### config.mk
export PLATFORM = sky130hd
export DESIGN_NAME = eth_pkt_gen
export DESIGN_NICKNAME = d
export VERILOG_FILES = /design/src/rtl/eth_pkt_gen.sv
export SDC_FILE = /design/constraint.sdc
export NUM_CORES = 1
export LEC_CHECK = 0
export ABC_AREA = 1
export CORE_AREA = 2 2 120 122
export CTS_CLUSTER_DIAMETER = 150
export CTS_CLUSTER_SIZE = 30
export DETAILED_ROUTE_END_ITERATION = 12
export DIE_AREA = 0 0 122 124
export PLACE_DENSITY_LB_ADDON = 0.3
export SYNTH_ARGS = -nofsm -noshare
export SYNTH_HDL_FRONTEND = slang
export SYNTH_SLANG_ARGS = --single-unit
### constraint.sdc
create_clock -name clk -period 3.44 [get_ports clk]
set_clock_uncertainty 0.2 [all_clocks]
set_input_delay 0.688 -clock clk [delete_from_list [all_inputs] [get_ports clk]]
set_output_delay 0.688 -clock clk [all_outputs]
set_load 0.01 [all_outputs]
### src/rtl/eth_pkt_gen.sv
// Framed packet source for one switch ingress port: dst/src/len header, counting payload,
// XOR trailer. Stall is honoured only between packets.
module eth_pkt_gen #(
    parameter int MAX_LEN = 64
) (
    input  logic        clk,
    input  logic        rst,
    input  logic        cmd_valid,
    output logic        cmd_ready,
    input  logic [31:0] cmd_dst,
    input  logic [31:0] cmd_src,
    input  logic [7:0]  cmd_len,
    input  logic        i_stall,
    output logic [31:0] o_data,
    output logic        o_start,
    output logic        o_end,
    output logic        busy,
    output logic [15:0] pkt_count
);
    localparam logic [7:0] MAX_LEN_W = 8'(MAX_LEN);

    typedef enum logic [2:0] {IDLE, DST, SRC, LEN, PAY, CSUM} state_t;

    state_t      state;
    state_t      state_nxt;
    logic [31:0] src_q;
    logic [31:0] csum_q;
    logic [31:0] data_nxt;
    logic [7:0]  len_q;
    logic [7:0]  idx_q;
    logic [7:0]  idx_nxt;
    logic [15:0] seq;
    logic [15:0] pkt_seq;
    logic        accept;
    logic        start_nxt;
    logic        end_nxt;

    function automatic logic [7:0] sat_len(input logic [7:0] len);
        return (len > MAX_LEN_W) ? MAX_LEN_W : len;
    endfunction

    assign cmd_ready = (state == IDLE) && !i_stall && !rst;
    assign accept    = cmd_valid && cmd_ready;

    always_ff @(posedge clk) begin
        if (rst) state <= IDLE;
        else     state <= state_nxt;
    end

    always_comb begin
        state_nxt = state;
        case (state)
            IDLE:    if (accept) state_nxt = DST;
            DST:     state_nxt = SRC;
            SRC:     state_nxt = LEN;
            LEN:     state_nxt = (len_q != 8'd0) ? PAY : CSUM;
            PAY:     state_nxt = (idx_q < len_q - 8'd1) ? PAY : CSUM;
            CSUM:    state_nxt = IDLE;
            default: state_nxt = IDLE;
        endcase
    end

    // Next-word decode: outputs are registered, so this selects the word for state_nxt.
    always_comb begin
        idx_nxt   = (state == PAY) ? idx_q + 8'd1 : 8'd0;
        data_nxt  = '0;
        start_nxt = 1'b0;
        end_nxt   = 1'b0;
        case (state_nxt)
            DST: begin
                data_nxt  = cmd_dst;
                start_nxt = 1'b1;
            end
            SRC:  data_nxt = src_q;
            LEN:  data_nxt = {8'h00, len_q, pkt_seq};
            PAY:  data_nxt = {pkt_seq, 8'h00, idx_nxt};
            CSUM: begin
                data_nxt = csum_q ^ o_data;
                end_nxt  = 1'b1;
            end
            default: data_nxt = '0;
        endcase
    end

    always_ff @(posedge clk) begin
        if (rst) begin
            o_data    <= '0;
            o_start   <= 1'b0;
            o_end     <= 1'b0;
            busy      <= 1'b0;
            pkt_count <= '0;
            seq       <= '0;
        end else begin
            o_data    <= data_nxt;
            o_start   <= start_nxt;
            o_end     <= end_nxt;
            busy      <= (state_nxt != IDLE);
            pkt_count <= pkt_count + {15'd0, o_end};
            if (accept) seq <= seq + 16'd1;
        end
    end

    // Per-packet context; the accumulator folds in each word while it is on the outputs.
    always_ff @(posedge clk) begin
        if (accept) begin
            src_q   <= cmd_src;
            len_q   <= sat_len(cmd_len);
            pkt_seq <= seq;
            csum_q  <= '0;
        end else if (state inside {DST, SRC, LEN, PAY}) begin
            csum_q  <= csum_q ^ o_data;
        end
        idx_q <= idx_nxt;
    end

endmodule

* Yosys cells after proc, flatten, opt, wreduce, memory -nomap -nowiden
Cells that the tools add are included.
Word-level totals: register bits after elaboration 166, input bits 76, output and inout port bits 52, word-level logic and storage cells 45
Cells by class: add/sub/neg operators 4, $lt $le $gt $ge 2, equal/unequal tests 9, muxes and demuxes 8, bitwise logic cells 1, reduce and logical (&&, ||, !) cells 9
Operators by type and width (number):
- $pmux 32 s5 | 1
- $xor 32x32->32 | 1
- $add 16x1->16 | 1
- $add 16x1->16 const B | 1
- $pmux 3 s5 | 1
- $eq 3x2->1 const B | 4
- $eq 3x3->1 const B | 3
- $add 8x1->8 const B | 1
- $gt 8x7->1 const B | 1
- $lt 8x8->1 | 1
- $mux 8 | 1
- $reduce_bool 8->1 | 1
- $sub 8x1->8 const B | 1
- $eq 3x1->1 const B | 2
- $mux 1 | 4
- $reduce_bool 4->1 | 1
- $logic_and 1x1->1 | 3
- $logic_not 3->1 | 1
- $mux 3 | 1
- $reduce_bool 3->1 | 1
- $logic_not 1->1 | 2

* Depth between registers and ports, before layout
depth in word-level cells 8, mapped depth 19, gate-level depth less buffers 18

* Worst setup path before layout
Ideal clock, no wire load.
kind flip-flop to flip-flop, from reg len_q[2], to reg o_data[21], library setup time 128 ps, data arrival time 2289 ps, required time 3112 ps, setup slack 824 ps, cell stages (with the launch flop) 18, path buffers 1, period minus slack after synthesis 2616 ps, cell sequence edfxtp_1 > inv_1 > nand2_1 > nor2_1 > nand3_1 > nor3_1 > xor2_1 > ha_1 > a21oi_1 > o21a_1 > nand2_1 > nand2_2 > nand2_1 > buf_2 > nand2_1 > nand3_1 > nor2_1 > nor2_1
Between the ends: longest elaborated chain between the ends 6, elaborated cells between the ends (all ways) 12, those cells by class add/sub (1); order compare (1); eq/ne (5); mux (4); reduce/logical (1)
RTL lines:
- start: declaration | line 29 | logic [7:0] len_q;
- start signal: assignment | line 107 | len_q <= sat_len(cmd_len);
- $sub 8x1->8 | line 57 | PAY: state_nxt = (idx_q < len_q - 8'd1) ? PAY : CSUM;
- $lt 8x8->1 | line 57
- $mux 1 | line 57
- $pmux 3 s5 (*) | line 52 | case (state)
- $eq 3x3->1, or another cell as far along | line 69 | case (state_nxt)
- $pmux 32 s5 (*) | line 69
- end signal: assignment | line 94 | o_data <= data_nxt;
- end: declaration | line 14 | output logic [31:0] o_data,
Every way passes the cells marked *; elsewhere a longest branch is shown, timed or not. A chain may end at the register's enable or synchronous reset.

* Final worst setup path
from reg len_q[2], to reg o_data[23]
The elaborated chain is that of the path after synthesis.

==> results.md <==
- Power Total: 4.94 mW
- Vias in the first global route: 5844
- Yosys warnings: 0
- Slowest cell on the critical path: edfxtp_1
- Placed Area: 8690 µm²
- Slew headroom: 53.9%
- Hpwl dp: 12300 µm
- Internal power: 3.68 mW
- Post-Synth Adder-Cell Area: 2.26%
- Clock power share: 37.4%
- Synth Flop Type: dfxtp_1
- Mapped Area: 7210 µm²
- Post-Synth XOR/XNOR Area: 4.98%
- Die Ht: 124 µm
- Combinational share of power: 14.0%
- CTS Root Buffer Type: clkbuf_16
- Sw power: 1.26 mW
- Synth Area in Compound Gates: 8.63%
- Top-area cell type share of the netlist area: 30.6%
- Max-slew violations: 0
- Yosys top cell by area: dfxtp_1
- Die area: 15100 µm²
- WP data required: 3.53 ns
- Clock tree sinks: 166
- First-pass GRT wire length: 28400 µm
- Combinational family with the most area after synthesis: simple AND/OR/NAND/NOR gates
- Register area share after synthesis: 53.9%
- Top Ports: 128
- Cells taking the most area after synthesis: dfxtp_1 (31%), edfxtp_1 (23%), nand2_1 (9.4%)
- Fin nets: 1071
- Period utilization: 87.8%
- Crit path kind: reg2reg
- Max stage delay on crit path: 0.43 ns
- Initial DRT Pass Iterations: 4
- Worst Tran Pin Value: 0.691 ns
- Via density: 5.26
- Crit-path most repeated cell: nand2_1
- Commonest cells post-synth: nand2_1 (180), nor2_1 (148), dfxtp_1 (110)
- Initial antenna violation count: 0
- Design Area, Final: 9270 µm²
- Final hold vios: 0
- Cell Chain, Critical Path: inv_1, nand2_1, nor2_1, nand3_1, nor3_1, xor2_1, ha_1, a21oi_1, o21a_1, nand2_1, nand2_2, nand2_1, buf_4, nand2_1, nand3_1, nor2_1, nor2_1
- DRT Wirelength: 17900 µm
- DR vias: 6183
- Total Neg Setup Slack: 0 ns
- EDFF count, synth: 56
- Most common cell in the netlist: nand2_1
- Crit. End Element: register
- GP Congestion: 0.839
- Final Critical Period: 3.02 ns
- Share of cells above drive strength 1: 6.13%
- Post-Synthesis Cells: 854
- Starting density of the core: 52.5%
- Leak: 3.77 nW
- Max VDD drop: 0.316 mV
- Asr flop ratio synth: 0%
- Post-Syn Nets: 943
- H-tree depth: 4
- Post-Synth Simple-Gate Area: 24.5%
- Area Overhead vs Synth: 28.6%
- Critical Path Fanout Max: 30
- Final Setup Violations: 0
- CTS Buffer Depth: 2
- Clk slew on worst S/H paths: 0.06 ns
- DRC Markers: 0
- Peak Freq: 331 MHz
- Cts repair resizes: 0
- Pre-CTS setup slack: 0.514 ns
- Post-synth cell types: 34
- TritonCTS buffer count: 17
- R2r startpoint: len_q[2]
- Outcome: completed
- Maxcap violations: 0
- HP Class: reg2reg
- ANT nets after route: 0
- CP Launch Type: register
- Net Sw Frac: 25.4%
- Worst Setup Slack, final: 0.418 ns
- Largest net degree at the start of global routing: 56
- Total congestion overflow: 0
- Global-route total usage across every layer: 24.5%
- Core ar.: 13700 µm²
- # hold bufs at CTS: 0
- Flop pwr share: 48.6%
- Worst reg-to-reg setup slack: 0.42 ns
- # diodes: 0
- CTS tree: done
- Drt first-iter violations: 510
- WL/cell: 15.2 µm
- Worst skew pair latency: 0.43 ns
- Min-delay src: seq[14]
- Row count: 43
- Seq cells post-synth: 166
- # Post-CTS Setup Buffers: 0
- PwrDens: 533 nW/µm²
- IO buf count: 127
- CP Data Arrival Time: 3.12 ns
- Die X: 122 µm
- Avg Cell Area, Syn: 8.44 µm²
- Launch point of the worst path: len_q[2]
- Multiplexer share of the synthesized area: 0%
- Unrepaired setup endpoints after global routing: false
## power groups by stage
stage	registers (mW)	logic (mW)	clock network [mW]
after global routing	2.42	0.789	1.95
after CTS	2.40	0.693	1.86
after floorplan	2.41	0.443	0
after detailed placement	2.44	0.683	0
after global placement	2.43	0.669	0
final	2.40	0.692	1.85
## layout make-up
class / instances / area, µm²
clock inverters: 5 / 30.0
fillers: 1096 / 4450
flip-flops and latches: 166 / 3880
multi-input cells: 586 / 2920
inverters: 67 / 253
well taps: 180 / 225
clock buffers: 27 / 556
repair buffers: 144 / 1410
## sequential cells by signal (all words and copies together), names as in the netlist
name	flops
csum_q	32
o_data	32
src_q	32
pkt_count	16
pkt_seq	16
seq	16
idx_q	8
len_q	8
state	3
busy	1
o_end	1
o_start	1
## kinds of logic after synthesis
kind of cell             Yosys count
AO/OA/AOI/OAI                    113
XOR/XNOR                          41
adder cells (fa/ha/maj)           13
buffers and inverters            102
flip-flops                       166
other                              1
AND/OR/NAND/NOR                  418
## routing by layer
layer | share of wire [%] | GRT usage [%] | vias to the layer above
li1 | - | - | 3080
met1 | 44 | 32.8 | 2862
met2 | 47 | 39.4 | 206
met3 | 6.3 | 4.17 | 35
met4 | 2.2 | 10.5 | 0
met5 | 0 | 0 | -
## critical path, delay by kind of cell, from the launching register on
family,cells,cell delay [ns]
xor gates and xnor gates,1,0.18
AOI/OAI and AO/OA,2,0.30
adders and majority gates,1,0.26
DFF,1,0.43
and+or+nand+nor,11,1.12
buffers and inverters,2,0.37
## cell usage in the layout (no fill, tap or decap), types with 2 or more instances in the layout
cell,n
clkbuf_8,5
o21ai_0,54
o21a_1,2
a31oi_1,9
xnor2_1,3
xor2_1,38
nand2_1,180
a22o_1,2
clkinv_2,4
or2_2,3
ha_1,13
a22oi_1,12
a21oi_1,33
clkbuf_16,19
nor4_1,2
clkbuf_1,3
edfxtp_1,56
nor2_1,147
nor3_1,17
clkdlybuf4s50_1,126
inv_1,65
dfxtp_1,110
nand3_1,24
buf_4,16
nor2_2,4
nand4_1,34
## worst paths after layout
path / end / cells after the start
max: o_data[23] / 17
min: pkt_seq[14] / 0
max reg2reg: o_data[23] / 17
min reg2reg: pkt_seq[14] / 0
## through the flow
step / util (%) / std cells / hold slack [ns]
6_report: 67.6 / 1175 / 0.235
5_1_grt: 67.6 / 1175 / 0.261
4_1_cts: 67.6 / 1175 / 0.233
3_5_place_dp: 63.3 / 1143 / 0.218
3_3_place_gp: 63.3 / 1143 / 0.215
2_1_floorplan: - / 854 / 0.208
(Power assumes the default switching activity.)
